## src/rtl/instr_aligner_pkg.sv

```systemverilog
// instr_aligner_pkg
// Shared fetch-side definitions. The compressed decoder uses them too.
//   OPC_UNCOMPRESSED : opcode[1:0] value that marks a 32-bit instruction
//   hw_cnt_t         : halfword queue occupancy, 0..4
//   push_e           : number of parcels appended in one cycle
//   is_compressed()  : true when a parcel starts a 16-bit instruction
package instr_aligner_pkg;

  localparam logic [1:0]  OPC_UNCOMPRESSED = 2'b11;
  localparam int unsigned HW_CNT_W         = 3;
  localparam int unsigned HQ_DEPTH         = 4;

  typedef logic [HW_CNT_W-1:0] hw_cnt_t;
  typedef logic [15:0]         parcel_t;

  typedef enum logic [1:0] {
    PUSH_NONE = 2'd0,
    PUSH_ONE  = 2'd1,
    PUSH_TWO  = 2'd2
  } push_e;

  // An all-zero parcel also reports compressed. Rejecting it is the decoder's job.
  function automatic logic is_compressed(input parcel_t p);
    return p[1:0] != OPC_UNCOMPRESSED;
  endfunction

endpackage

```

## src/rtl/instr_aligner_hw_queue.sv

```systemverilog
// instr_aligner_hw_queue
// hw_queue: a 4 x 16-bit shift queue of instruction parcels. Entry 0 is the head.
//   clk_i, rst_ni    : clock, async active-low reset
//   clear_i          : drop all entries (redirect); overrides push/pop
//   push_i           : PUSH_ONE appends push_hi_i; PUSH_TWO appends push_lo_i then push_hi_i
//   push_lo_i/hi_i   : parcel data to append
//   pop_i            : parcels removed from the head this cycle (0..2)
//   hq0_o, hq1_o     : the two head entries
//   count_o          : occupancy
// The caller must not overflow the queue. The top only pushes while count <= 2.
module instr_aligner_hw_queue
  import instr_aligner_pkg::*;
(
  input  logic    clk_i,
  input  logic    rst_ni,
  input  logic    clear_i,
  input  push_e   push_i,
  input  parcel_t push_lo_i,
  input  parcel_t push_hi_i,
  input  logic [1:0] pop_i,
  output parcel_t hq0_o,
  output parcel_t hq1_o,
  output hw_cnt_t count_o
);

  parcel_t     q_q [HQ_DEPTH];
  parcel_t     q_d [HQ_DEPTH];
  hw_cnt_t     count_q, count_d;
  int unsigned pop_n;
  int unsigned base;

  // Pop first by shifting toward the head. Then append at the first free slot
  // that remains after the pop. A pop and a push in the same cycle compose this way.
  always_comb begin
    pop_n   = {30'b0, pop_i};
    base    = {29'b0, count_q} - pop_n;
    count_d = count_q - hw_cnt_t'(pop_i);
    for (int unsigned i = 0; i < HQ_DEPTH; i++) begin
      q_d[i] = '0;
      for (int unsigned j = 0; j < HQ_DEPTH; j++) begin
        if (j == i + pop_n) q_d[i] = q_q[j];
      end
    end
    for (int unsigned i = 0; i < HQ_DEPTH; i++) begin
      if (push_i == PUSH_TWO) begin
        if (i == base)     q_d[i] = push_lo_i;
        if (i == base + 1) q_d[i] = push_hi_i;
      end else if (push_i == PUSH_ONE) begin
        if (i == base)     q_d[i] = push_hi_i;
      end
    end
    if (push_i == PUSH_TWO)      count_d = count_d + hw_cnt_t'(2);
    else if (push_i == PUSH_ONE) count_d = count_d + hw_cnt_t'(1);
    if (clear_i) begin
      for (int unsigned i = 0; i < HQ_DEPTH; i++) q_d[i] = '0;
      count_d = '0;
    end
  end

  always_ff @(posedge clk_i or negedge rst_ni) begin
    if (!rst_ni) begin
      for (int unsigned i = 0; i < HQ_DEPTH; i++) q_q[i] <= '0;
      count_q <= '0;
    end else begin
      for (int unsigned i = 0; i < HQ_DEPTH; i++) q_q[i] <= q_d[i];
      count_q <= count_d;
    end
  end

  assign hq0_o   = q_q[0];
  assign hq1_o   = q_q[1];
  assign count_o = count_q;

endmodule

```

## src/rtl/instr_aligner.sv

```systemverilog
// instr_aligner
// Fetch-side halfword realignment buffer for RV32IC. It takes 32-bit word-aligned
// fetch words, splits them into parcels, rebuilds instructions that straddle word
// boundaries, and presents one instruction per handshake together with its PC.
//   clk, reset (async, active-low)
//   in_valid/in_ready/in_data       : fetch word stream; in_data[15:0] is the lower address
//   out_valid/out_ready             : instruction handshake toward the decoder
//   out_instr, out_is_compressed, out_pc : head instruction; a compressed one is zero-extended
//   flush, flush_pc                 : redirect, highest priority; flush_pc bit 0 is ignored
module instr_aligner
  import instr_aligner_pkg::*;
#(
  parameter int unsigned      XLEN     = 32,
  parameter logic [XLEN-1:0]  RESET_PC = '0
) (
  input  logic            clk,
  input  logic            reset,
  input  logic            in_valid,
  output logic            in_ready,
  input  logic [31:0]     in_data,
  output logic            out_valid,
  input  logic            out_ready,
  output logic [31:0]     out_instr,
  output logic            out_is_compressed,
  output logic [XLEN-1:0] out_pc,
  input  logic            flush,
  input  logic [XLEN-1:0] flush_pc
);

  logic [XLEN-1:0] head_pc_q, head_pc_d;
  logic            drop_half_q, drop_half_d;

  parcel_t    hq0, hq1;
  hw_cnt_t    count;
  logic       head_c;
  logic       push_acc, pop_fire;
  push_e      push_sel;
  logic [1:0] pop_sel;

  instr_aligner_hw_queue u_hw_queue (
    .clk_i     (clk),
    .rst_ni    (reset),
    .clear_i   (flush),
    .push_i    (push_sel),
    .push_lo_i (in_data[15:0]),
    .push_hi_i (in_data[31:16]),
    .pop_i     (pop_sel),
    .hq0_o     (hq0),
    .hq1_o     (hq1),
    .count_o   (count)
  );

  // in_ready depends only on the registered count. This keeps out_ready and
  // in_valid off the ready path.
  assign in_ready = (count <= hw_cnt_t'(2));
  assign head_c   = is_compressed(hq0);

  always_comb begin
    out_valid         = ((count >= hw_cnt_t'(1)) && head_c) || (count >= hw_cnt_t'(2));
    out_is_compressed = (count != '0) && head_c;
    out_instr         = head_c ? {16'h0, hq0} : {hq1, hq0};
    out_pc            = head_pc_q;

    push_acc = in_valid && in_ready && !flush;
    pop_fire = out_valid && out_ready && !flush;

    push_sel = PUSH_NONE;
    if (push_acc) push_sel = drop_half_q ? PUSH_ONE : PUSH_TWO;
    pop_sel = 2'd0;
    if (pop_fire) pop_sel = head_c ? 2'd1 : 2'd2;

    head_pc_d   = head_pc_q;
    drop_half_d = drop_half_q;
    if (flush) begin
      // A redirect to an odd halfword still fetches the enclosing word, so its lower half is skipped.
      head_pc_d   = flush_pc & ~XLEN'(1);
      drop_half_d = flush_pc[1];
    end else begin
      if (pop_fire) head_pc_d = head_pc_q + (head_c ? XLEN'(2) : XLEN'(4));
      if (push_acc) drop_half_d = 1'b0;
    end
  end

  always_ff @(posedge clk or negedge reset) begin
    if (!reset) begin
      head_pc_q   <= RESET_PC;
      drop_half_q <= RESET_PC[1];
    end else begin
      head_pc_q   <= head_pc_d;
      drop_half_q <= drop_half_d;
    end
  end

endmodule

```

## config.mk

```make
export PLATFORM = sky130hd
export DESIGN_NAME = instr_aligner
export DESIGN_NICKNAME = d
export VERILOG_FILES = /design/src/rtl/instr_aligner_pkg.sv /design/src/rtl/instr_aligner_hw_queue.sv /design/src/rtl/instr_aligner.sv
export SDC_FILE = /design/constraint.sdc
export NUM_CORES = 1
export LEC_CHECK = 0
export CAP_MARGIN = 20
export CORE_MARGIN = 3
export CORE_UTILIZATION = 40
export CTS_CLUSTER_DIAMETER = 50
export CTS_CLUSTER_SIZE = 30
export DETAILED_ROUTE_END_ITERATION = 10
export HOLD_SLACK_MARGIN = 0.12
export SLEW_MARGIN = 20
export SYNTH_ARGS = -nofsm -noshare
export SYNTH_HDL_FRONTEND = slang
export SYNTH_SLANG_ARGS = --single-unit
```

## constraint.sdc

```tcl
create_clock -name clk -period 10.6 [get_ports clk]
set_clock_uncertainty 0.2 [all_clocks]
set_input_delay 3.18 -clock clk [delete_from_list [all_inputs] [get_ports clk]]
set_output_delay 3.18 -clock clk [all_outputs]
set_load 0.05 [all_outputs]
```

* After elaboration in Yosys (flattened, before gate mapping)
Cells that the tools add are included.
** Operators by class
- $add $sub $neg :: 9
- Magnitude comparators :: 3
- Equality and inequality tests :: 21
- Muxes and demuxes :: 50
- Reduce and logical (&&, ||, !) cells :: 17
** Operators with widths (count)
- 16-bit 2-to-1 mux :: 36
- 2-bit by 32-bit equality test with 1-bit output (first input constant) :: 10
- 32-bit logical NOT :: 6
- 1-bit by 32-bit equality test with 1-bit output (first input constant) :: 5
- 32-bit 2-to-1 mux :: 3
- 64-bit 2-to-1 mux :: 1
- 32-bit by 1-bit adder with 32-bit output (second input constant) :: 1
- 32-bit by 3-bit adder with 32-bit output :: 1
- 3-bit 2-to-1 mux :: 4
- 2-bit 2-to-1 mux :: 4
- 2-bit by 2-bit adder with 3-bit output (first input constant) :: 2
- 1-bit logical AND :: 6
- 2-bit equality test (first input constant) :: 2
- 2-bit nonzero test :: 2
- 3-bit by 2-bit subtractor with 4-bit output :: 1
- 1-bit by 2-bit adder with 3-bit output (first input constant) :: 1
- 3-bit by 1-bit adder with 3-bit output (second input constant) :: 1
- 3-bit by 2-bit adder with 3-bit output (second input constant) :: 1
- 3-bit by 1-bit greater-or-equal comparator with 1-bit output (second input constant) :: 1
- 3-bit by 2-bit greater-or-equal comparator with 1-bit output (second input constant) :: 1
- 3-bit by 2-bit <= comparator with 1-bit output (second input constant) :: 1
- 3-bit nonzero test :: 1
- 3-bit by 2-bit subtractor with 3-bit output :: 1
- 1-bit by 2-bit equality test with 1-bit output (first input constant) :: 1
- 6 further kinds :: 7
** Storage, ports and cells
- Bits in registers :: 100
- Output and inout bits :: 67

* Longest topological paths before layout
Gate-level depths: netlist (run 1).
- Depth in word-level cells :: 16
- Gate-level depth with buffers :: 22
- Mapped depth without buffers :: 16

* Modules after synthesis
From an unflattened synthesis (run 1), not the netlist that was laid out.
** Unflattened totals
- Cell total of the unflattened synthesis :: 963
- Area total of the unflattened synthesis :: 8244.2 um2
** By module, submodules not included
- instr_aligner_hw_queue :: instances 1, cells an instance 721, area an instance 6187.2 um2, sequential area each 1676.6 um2
- instr_aligner :: instances 1, cells an instance 242, area an instance 2057.0 um2, sequential area each 800.8 um2

* Least setup slack after synthesis (run 1)
Ideal clock, no wire load.
- Path kind :: input to register
- Start :: input port flush
- End :: register u_hw_queue.q_q[10] (netlist name)
- Setup time :: 0.101 ns
- Data arrival time :: 6.966 ns
- Data required time :: 10.299 ns
- Setup slack :: 3.333 ns
- Stages :: 21
- Path through :: buf_2 > nor2b_1 > o21ai_1 > clkbuf_1 > buf_2 > nor2_1 > ha_1 > inv_1 > fa_1 > xor2_2 > inv_1 > ha_1 > nand2_1 > ha_1 > nor4b_2 > and2_1 > and3_1 > clkbuf_1 > buf_2 > a221oi_1 > o32ai_1
** RTL lines
- start: declaration :: line instr_aligner.sv:26 : input logic flush,
- end: declaration :: line instr_aligner_hw_queue.sv:26 : parcel_t q_q [HQ_DEPTH];

==> results of run 1 <==
-- cells by family (layout without fill, tap and decap cells) --
| group | Yosys count | count (layout) | share of synthesized area, % |
|---|---|---|---|
| xor+xnor | 25 | 25 | 3.230 |
| buf+inv | 137 | 202 | 8.701 |
| compound gates | 276 | 276 | 26.22 |
| fa+ha+maj | 16 | 16 | 2.878 |
| flops | 99 | 99 | 33.13 |
| other cells | 1 | 1 | 0.05015 |
| mux | 36 | 36 | 5.238 |
| simple gates | 311 | 311 | 20.55 |
-- worst max-delay path, delay by kind of cell --
kind,cells,cell delay (ns)
fa+ha+maj,4,1.37
simple gates,6,2.37
buf+inv,3,0.98
compound gates,3,0.63
-- synth_stat cells, drive strengths merged (10+ instances only) --
cell	instances
dfrtp	99
nor2	89
nand2	64
a21oi	56
buf	50
clkbuf	46
o21ai	46
nor3	41
inv	40
o22ai	31
o311a	30
nor4	29
mux2	25
and3	23
nand3	22
a211oi	20
xnor2	19
a221oi	17
a32oi	16
o32ai	16
o31ai	15
ha	14
mux2i	11
nor2b	10
-- state kept, by name, indices dropped and copies added (netlist names) --
name,cells
drop_half_q,1
out_pc,31
u_hw_queue.count_o,3
u_hw_queue.hq0_o,16
u_hw_queue.hq1_o,16
u_hw_queue.q_q,32
-- worst min-delay path by stage --
stage / startpoint / endpoint / slack, ns / cells after the start
floorplan: u_hw_queue.hq0_o[14] / u_hw_queue.hq0_o[14] / 0.38 / 2
global placement: out_pc[1] / out_pc[1] / 0.40 / 2
detailed placement: out_pc[1] / out_pc[1] / 0.40 / 2
CTS: out_pc[1] / out_pc[1] / 0.42 / 2
global route: out_pc[19] / out_pc[19] / 0.44 / 2
finish: out_pc[1] / out_pc[1] / 0.41 / 2
-- final cells by class --
| type | count | area (sq um) |
|---|---|---|
| clock buffers | 10 | 239.0 |
| clock inverters | 6 | 111.4 |
| fillers | 1759 | 9089 |
| inverters | 41 | 155.1 |
| multi-input cells | 665 | 4373 |
| flip-flops and latches | 99 | 2477 |
| well taps | 229 | 286.5 |
| repair buffers | 145 | 1416 |
-- metal layers --
layer	track usage (%)	vias up	share of wire (%)	wire length (microns)
met2	40.13	374	46	12200
li1	-	3485	-	-
met5	0	-	0	0
met4	9.005	0	1.9	494
met3	5.425	38	8.7	2310
met1	36.93	3641	44	11620
-- where the power goes --
part	total, mW	switching (mW)	internal (mW)
sequential	0.542	0.0854	0.457
combinational	1.03	0.668	0.365
clock	0.398	0.160	0.238
-- through the flow --
stage	setup WS (ns)	cell area [sq um]	cells	total power, mW
finish	2.102	9059	1195	1.974
global route	1.718	9059	1195	2.086
CTS	2.160	9059	1195	1.961
detailed placement	1.760	8708	1179	1.560
global placement	1.851	8708	1179	1.549
floorplan	3.333	7477	901	1.264
-- cell usage in the layout (no fill, tap or decap), types with 8 or more instances in the layout --
cell type and count:
nor3_1 40, o311a_1 30, a221oi_1 17, dfrtp_1 99, a211oi_1 20, nand4_1 8, nor2b_1 10, nand3_1 21
o32ai_1 16, nor2_1 88, nand2_1 64, ha_1 14, o22ai_1 31, o31ai_1 15, and3_1 23, nor4_1 28
a21oi_1 53, clkbuf_16 9, o21ai_0 45, buf_4 14, mux2_2 24, clkdlybuf4s50_1 131, xnor2_1 19, inv_1 40
mux2i_1 11, a32oi_1 16
==> flow_metrics.env, run 1 <==
export IMPL_grt_pass1_vias=7297
export IMPL_ir_drop_mv=0.1224
export IMPL_timing_rr_end="u_hw_queue.hq0_o[0]"
export IMPL_drive_gt1_share_pct=7.557
export IMPL_drt_initial_drc_count=762
export IMPL_grtUsageTotal_pct=26.21
export IMPL_crit_chain="clkdlybuf4s50_1 > nor2b_1 > o21ai_4 > buf_4 > nor2_1 > ha_1 > inv_1 > fa_1 > ha_1 > nand3b_1 > ha_1 > nor4b_2 > nand4_1 > or3b_1 > o221ai_1 > a211oi_1"
export IMPL_final_core_util_pct=49.92
export IMPL_fmax_ghz=0.1177
export IMPL_synth_ff_type="dfrtp_1"
export IMPL_p_leak_nw=3.633
export IMPL_cts_buffers=9
export IMPL_num_vias=7538
export IMPL_cts_buffer_depth=2
export IMPL_routed_via_density=6.308
export IMPL_crit_end="u_hw_queue.hq0_o[0]"
export IMPL_finalCriticalPeriod_ns=8.498
export IMPL_final_setup_tns_ns=0
export IMPL_path_common_cell="ha_1"
export IMPL_fin_crit_sh_pct=80.17
export IMPL_wire_per_inst_microns=22.28
export IMPL_synth_enable_flop_cells=0
export IMPL_ff2ff_setup_slack_ns=4.79
export IMPL_synth_largest_area_cell="dfrtp_1"
export IMPL_synthCells=901
export IMPL_die_w_microns=142.7
export IMPL_ioPinCount=136
export IMPL_ctsHoldBuffers=0
export IMPL_critical_path_required_ns=10.66
export IMPL_gp_congestion=0.8065
export IMPL_cts_sinks=99
export IMPL_synth_avg_cell_area_sq_um=8.299
export IMPL_drc=0
export IMPL_antenna_left=0
export IMPL_rsz0062_at_grt="no"
export IMPL_crit_path_end_kind="register"
export IMPL_tightestPinTransition_ns=1.174
export IMPL_status="complete, no violations"
export IMPL_async_flop_share_pct=100.0
export IMPL_worst_hold_path_type="reg -> reg"
export IMPL_postCtsSetupRepairBufs=0
export IMPL_rows=49
export IMPL_slew_viol_final=0
export IMPL_synthesis_nets=986
export IMPL_first_pass_iters=5
export IMPL_synth_area_leaders="dfrtp_1 33%, nor2_1 4.4%, o311a_1 4.0%"
export IMPL_ff2ff_path_depth=17
export IMPL_critPathSlowestCell="or3b_1"
export IMPL_cts_tree="done"
export IMPL_drv_cap=0
export IMPL_synthesis_area_sq_mm=0.007477
export IMPL_start_util_pct=41.20
export IMPL_die_area_sq_mm=0.02037
export IMPL_routed_wl_microns=26620
export IMPL_timing_rr_start="u_hw_queue.hq0_o[0]"
export IMPL_ys_seq_area_share_pct=33.13
export IMPL_crit_type="in -> reg"
export IMPL_overflow=0
export IMPL_cts_resized_gates=0
export IMPL_whs_ns=0.4091
export IMPL_core_area_sq_mm=0.01815
export IMPL_netlist_area_leader_share_pct=33.13
export IMPL_cp_max_fo=67
export IMPL_port_buffers=133
export IMPL_htreeDepth=3
export IMPL_areaGrowthSynthToFinish_pct=21.15
export IMPL_cp_arrival_ns=8.56
export IMPL_clkLatencyLatePin_ns=0.36
export IMPL_setup_worst_path_start="out_ready"
export IMPL_cpPeakStageDelay_ns=0.81
export IMPL_grt_max_degree=71
export IMPL_antenna_found_initial=0
export IMPL_nets=1046
export IMPL_grt_pass1_wl_microns=42060
export IMPL_synth_seq_cells=99
export IMPL_die_h_microns=142.7
export IMPL_hold_viol=0
export IMPL_synth_warnings=0
export IMPL_dp_hpwl_microns=16060
export IMPL_setup_violations_final=0
export IMPL_maxSlewHeadroom_pct=21.77
export IMPL_root_buffer="clkbuf_16"
export IMPL_yosysUniqueCellTypes=67
export IMPL_power_density_mw_per_mm2=217.9
export IMPL_startpoint_type="primary input"
export IMPL_n_antenna_cell=0
export IMPL_cts_clk_slew_worst_paths_ns=0.07
(Power assumes the default switching activity.)
==> run 2, diff against run 1 <==
--- a/config.mk
+++ b/config.mk
@@ -12,6 +12,7 @@
 export CTS_CLUSTER_SIZE = 30
 export DETAILED_ROUTE_END_ITERATION = 10
 export HOLD_SLACK_MARGIN = 0.12
+export PLACE_DENSITY = 0.66
 export SLEW_MARGIN = 20
 export SYNTH_ARGS = -nofsm -noshare
 export SYNTH_HDL_FRONTEND = slang
==> constraint.sdc (replaced) <==
create_clock -name clk -period 7.81 [get_ports clk]
set_clock_uncertainty 0.2 [all_clocks]
set_input_delay 2.343 -clock clk [delete_from_list [all_inputs] [get_ports clk]]
set_output_delay 2.343 -clock clk [all_outputs]
set_load 0.05 [all_outputs]
==> flow_metrics.env, run 2 (same netlist as run 1, synthesis figures left out) <==
export IMPL_status="complete, no violations"
export IMPL_num_vias=7650
export IMPL_final_common_cell="clkdlybuf4s50_1"
export IMPL_crit_chain="clkdlybuf4s50_1 > nor2b_1 > buf_4 > o21ai_4 > nor2_1 > ha_1 > inv_1 > fa_1 > xor2_2 > inv_1 > ha_1 > nand2_1 > ha_1 > nor4b_2 > and4_1 > o21bai_1 > buf_4 > o311a_1 > nor3_1"
export IMPL_root_buffer="clkbuf_16"
export IMPL_setup_worst_path_start="out_ready"
export IMPL_nFillCells=1713
export IMPL_hold_viol=0
export IMPL_rows=49
export IMPL_n_antenna_cell=0
export IMPL_die_area_sq_mm=0.02037
export IMPL_overflow=0
export IMPL_rsz0062_at_grt="no"
export IMPL_hold_end="out_pc[23]"
export IMPL_crit_family="buffers and inverters"
export IMPL_cp_max_fo=8
export IMPL_hold_start="out_pc[23]"
export IMPL_clkLatencyLatePin_ns=0.36
export IMPL_drt_initial_drc_count=804
export IMPL_timing_rr_end="u_hw_queue.hq1_o[11]"
export IMPL_drc=0
export IMPL_ff2ff_path_depth=14
export IMPL_wire_per_inst_microns=21.07
export IMPL_crit_type="in -> reg"
export IMPL_regMostFlops="u_hw_queue.q_q"
export IMPL_critPathSlowestCell="o21bai_1"
export IMPL_fmax_ghz=0.1475
export IMPL_postCtsSetupRepairBufs=0
export IMPL_htreeDepth=3
export IMPL_first_pass_iters=5
export IMPL_layout_common_cells="131 x clkdlybuf4s50_1, 99 x dfrtp_1, 88 x nor2_1"
export IMPL_areaGrowthSynthToFinish_pct=22.19
export IMPL_tightestPinTransition_ns=1.048
export IMPL_drive_gt1_share_pct=8.580
export IMPL_finalCriticalPeriod_ns=6.780
export IMPL_cp_num_buf_inv=5
export IMPL_grt_pass1_wl_microns=40040
export IMPL_dp_hpwl_microns=16170
export IMPL_seqCellArea_sq_mm=0.002477
export IMPL_die_w_microns=142.7
export IMPL_die_h_microns=142.7
export IMPL_holdPathStages=2
export IMPL_cts_buffer_depth=2
export IMPL_startpoint_type="primary input"
export IMPL_ff2ff_setup_slack_ns=2.59
export IMPL_routed_wl_microns=25450
export IMPL_cts_sinks=99
export IMPL_gp_congestion=0.8786
export IMPL_cpPeakStageDelay_ns=0.81
export IMPL_path_common_cell="ha_1"
export IMPL_cts_buffers=9
export IMPL_antenna_left=0
export IMPL_cts_tree="done"
export IMPL_core_area_sq_mm=0.01815
export IMPL_report_power_total_mw=2.653
export IMPL_nets=1059
export IMPL_port_buffers=133
export IMPL_drv_cap=0
export IMPL_timing_rr_start="u_hw_queue.hq0_o[0]"
export IMPL_final_setup_tns_ns=0
export IMPL_p_leak_nw=3.691
export IMPL_slew_viol_final=0
export IMPL_multiInputGateArea_sq_mm=0.004365
export IMPL_fin_crit_sh_pct=86.81
export IMPL_largest_reg_flops=32
export IMPL_critical_path_required_ns=7.85
export IMPL_cp_arrival_ns=6.82
export IMPL_worst_hold_path_type="reg -> reg"
export IMPL_maxSlewHeadroom_pct=29.80
export IMPL_grt_max_degree=83
export IMPL_routed_via_density=6.333
export IMPL_whs_ns=0.4232
export IMPL_setup_violations_final=0
export IMPL_start_util_pct=41.20
export IMPL_grt_pass1_vias=7269
export IMPL_grtUsageTotal_pct=24.61
export IMPL_ir_drop_mv=0.1730
export IMPL_cts_resized_gates=0
export IMPL_ioPinCount=136
export IMPL_ctsHoldBuffers=0
export IMPL_power_density_mw_per_mm2=290.4
export IMPL_antenna_found_initial=0
export IMPL_crit_path_end_kind="register"
export IMPL_cts_clk_slew_worst_paths_ns=0.07
[run 2: cell types whose count changed in the layout (fill, tap and decap cells not counted)]
cell	change
o21bai_1	+2
clkbuf_8	+1
clkinv_2	-1
bufinv_16	-1
clkinv_4	+2
inv_6	-1
o21bai_2	-2
buf_4	+13
[run 2: routing by layer]
layer  global-route usage, %  wire (microns)
met3                   5.660            2325
met5                       0               0
met1                   33.79           10980
met2                   38.13           11570
met4                   8.804             569
[run 2: power by group]
group | switching [mW] | internal, mW | total, mW
combinational | 0.888 | 0.513 | 1.40
sequential | 0.117 | 0.620 | 0.737
clock | 0.216 | 0.300 | 0.515
total | 1.22 | 1.43 | 2.65
[run 2: final cells by class]
cell class / instances / area share, %
Sequential cell: 99 / 27.12
Inverter: 41 / 1.698
Timing Repair Buffer: 158 / 16.57
Multi-Input combinational cell: 665 / 47.78
Clock inverter: 5 / 0.9313
Tap cell: 229 / 3.136
Clock buffer: 11 / 2.766
[run 2: through the flow]
step / instances / instance area (sq um) / setup slack, ns / utilization (%)
2_1_floorplan: 901 / 7477 / 1.380 / -
3_3_place_gp: 1192 / 8798 / 0.7505 / 48.48
3_5_place_dp: 1192 / 8798 / 0.6850 / 48.48
4_1_cts: 1208 / 9136 / 1.055 / 50.34
5_1_grt: 1208 / 9136 / 0.7985 / 50.34
6_report: 1208 / 9136 / 1.030 / 50.34
[run 2: worst min-delay path, stage by stage (launching register included)]
cell and delay [ns]:
dfrtp_1 0.40, xnor2_1 0.13, o21ai_0 0.06
[run 2: worst max path at each step]
stage	to	slack, ns	cells past startpoint
after floorplan	u_hw_queue.q_q[6]	1.38	21
after global placement	u_hw_queue.hq1_o[11]	0.75	19
after detailed placement	u_hw_queue.hq1_o[11]	0.69	19
after CTS	u_hw_queue.hq1_o[11]	1.05	19
after global routing	u_hw_queue.q_q[30]	0.80	17
final	u_hw_queue.hq1_o[11]	1.03	19
==> run 3, diff against run 2 <==
--- a/config.mk
+++ b/config.mk
@@ -9,10 +9,11 @@
 export CORE_MARGIN = 3
 export CORE_UTILIZATION = 40
 export CTS_CLUSTER_DIAMETER = 50
-export CTS_CLUSTER_SIZE = 30
+export CTS_CLUSTER_SIZE = 8
 export DETAILED_ROUTE_END_ITERATION = 10
 export HOLD_SLACK_MARGIN = 0.12
 export PLACE_DENSITY = 0.66
+export SKIP_LAST_GASP = 1
 export SLEW_MARGIN = 20
 export SYNTH_ARGS = -nofsm -noshare
 export SYNTH_HDL_FRONTEND = slang
==> results of run 3 <==
Final layout, timing and power as in run 2 (identical DEF).
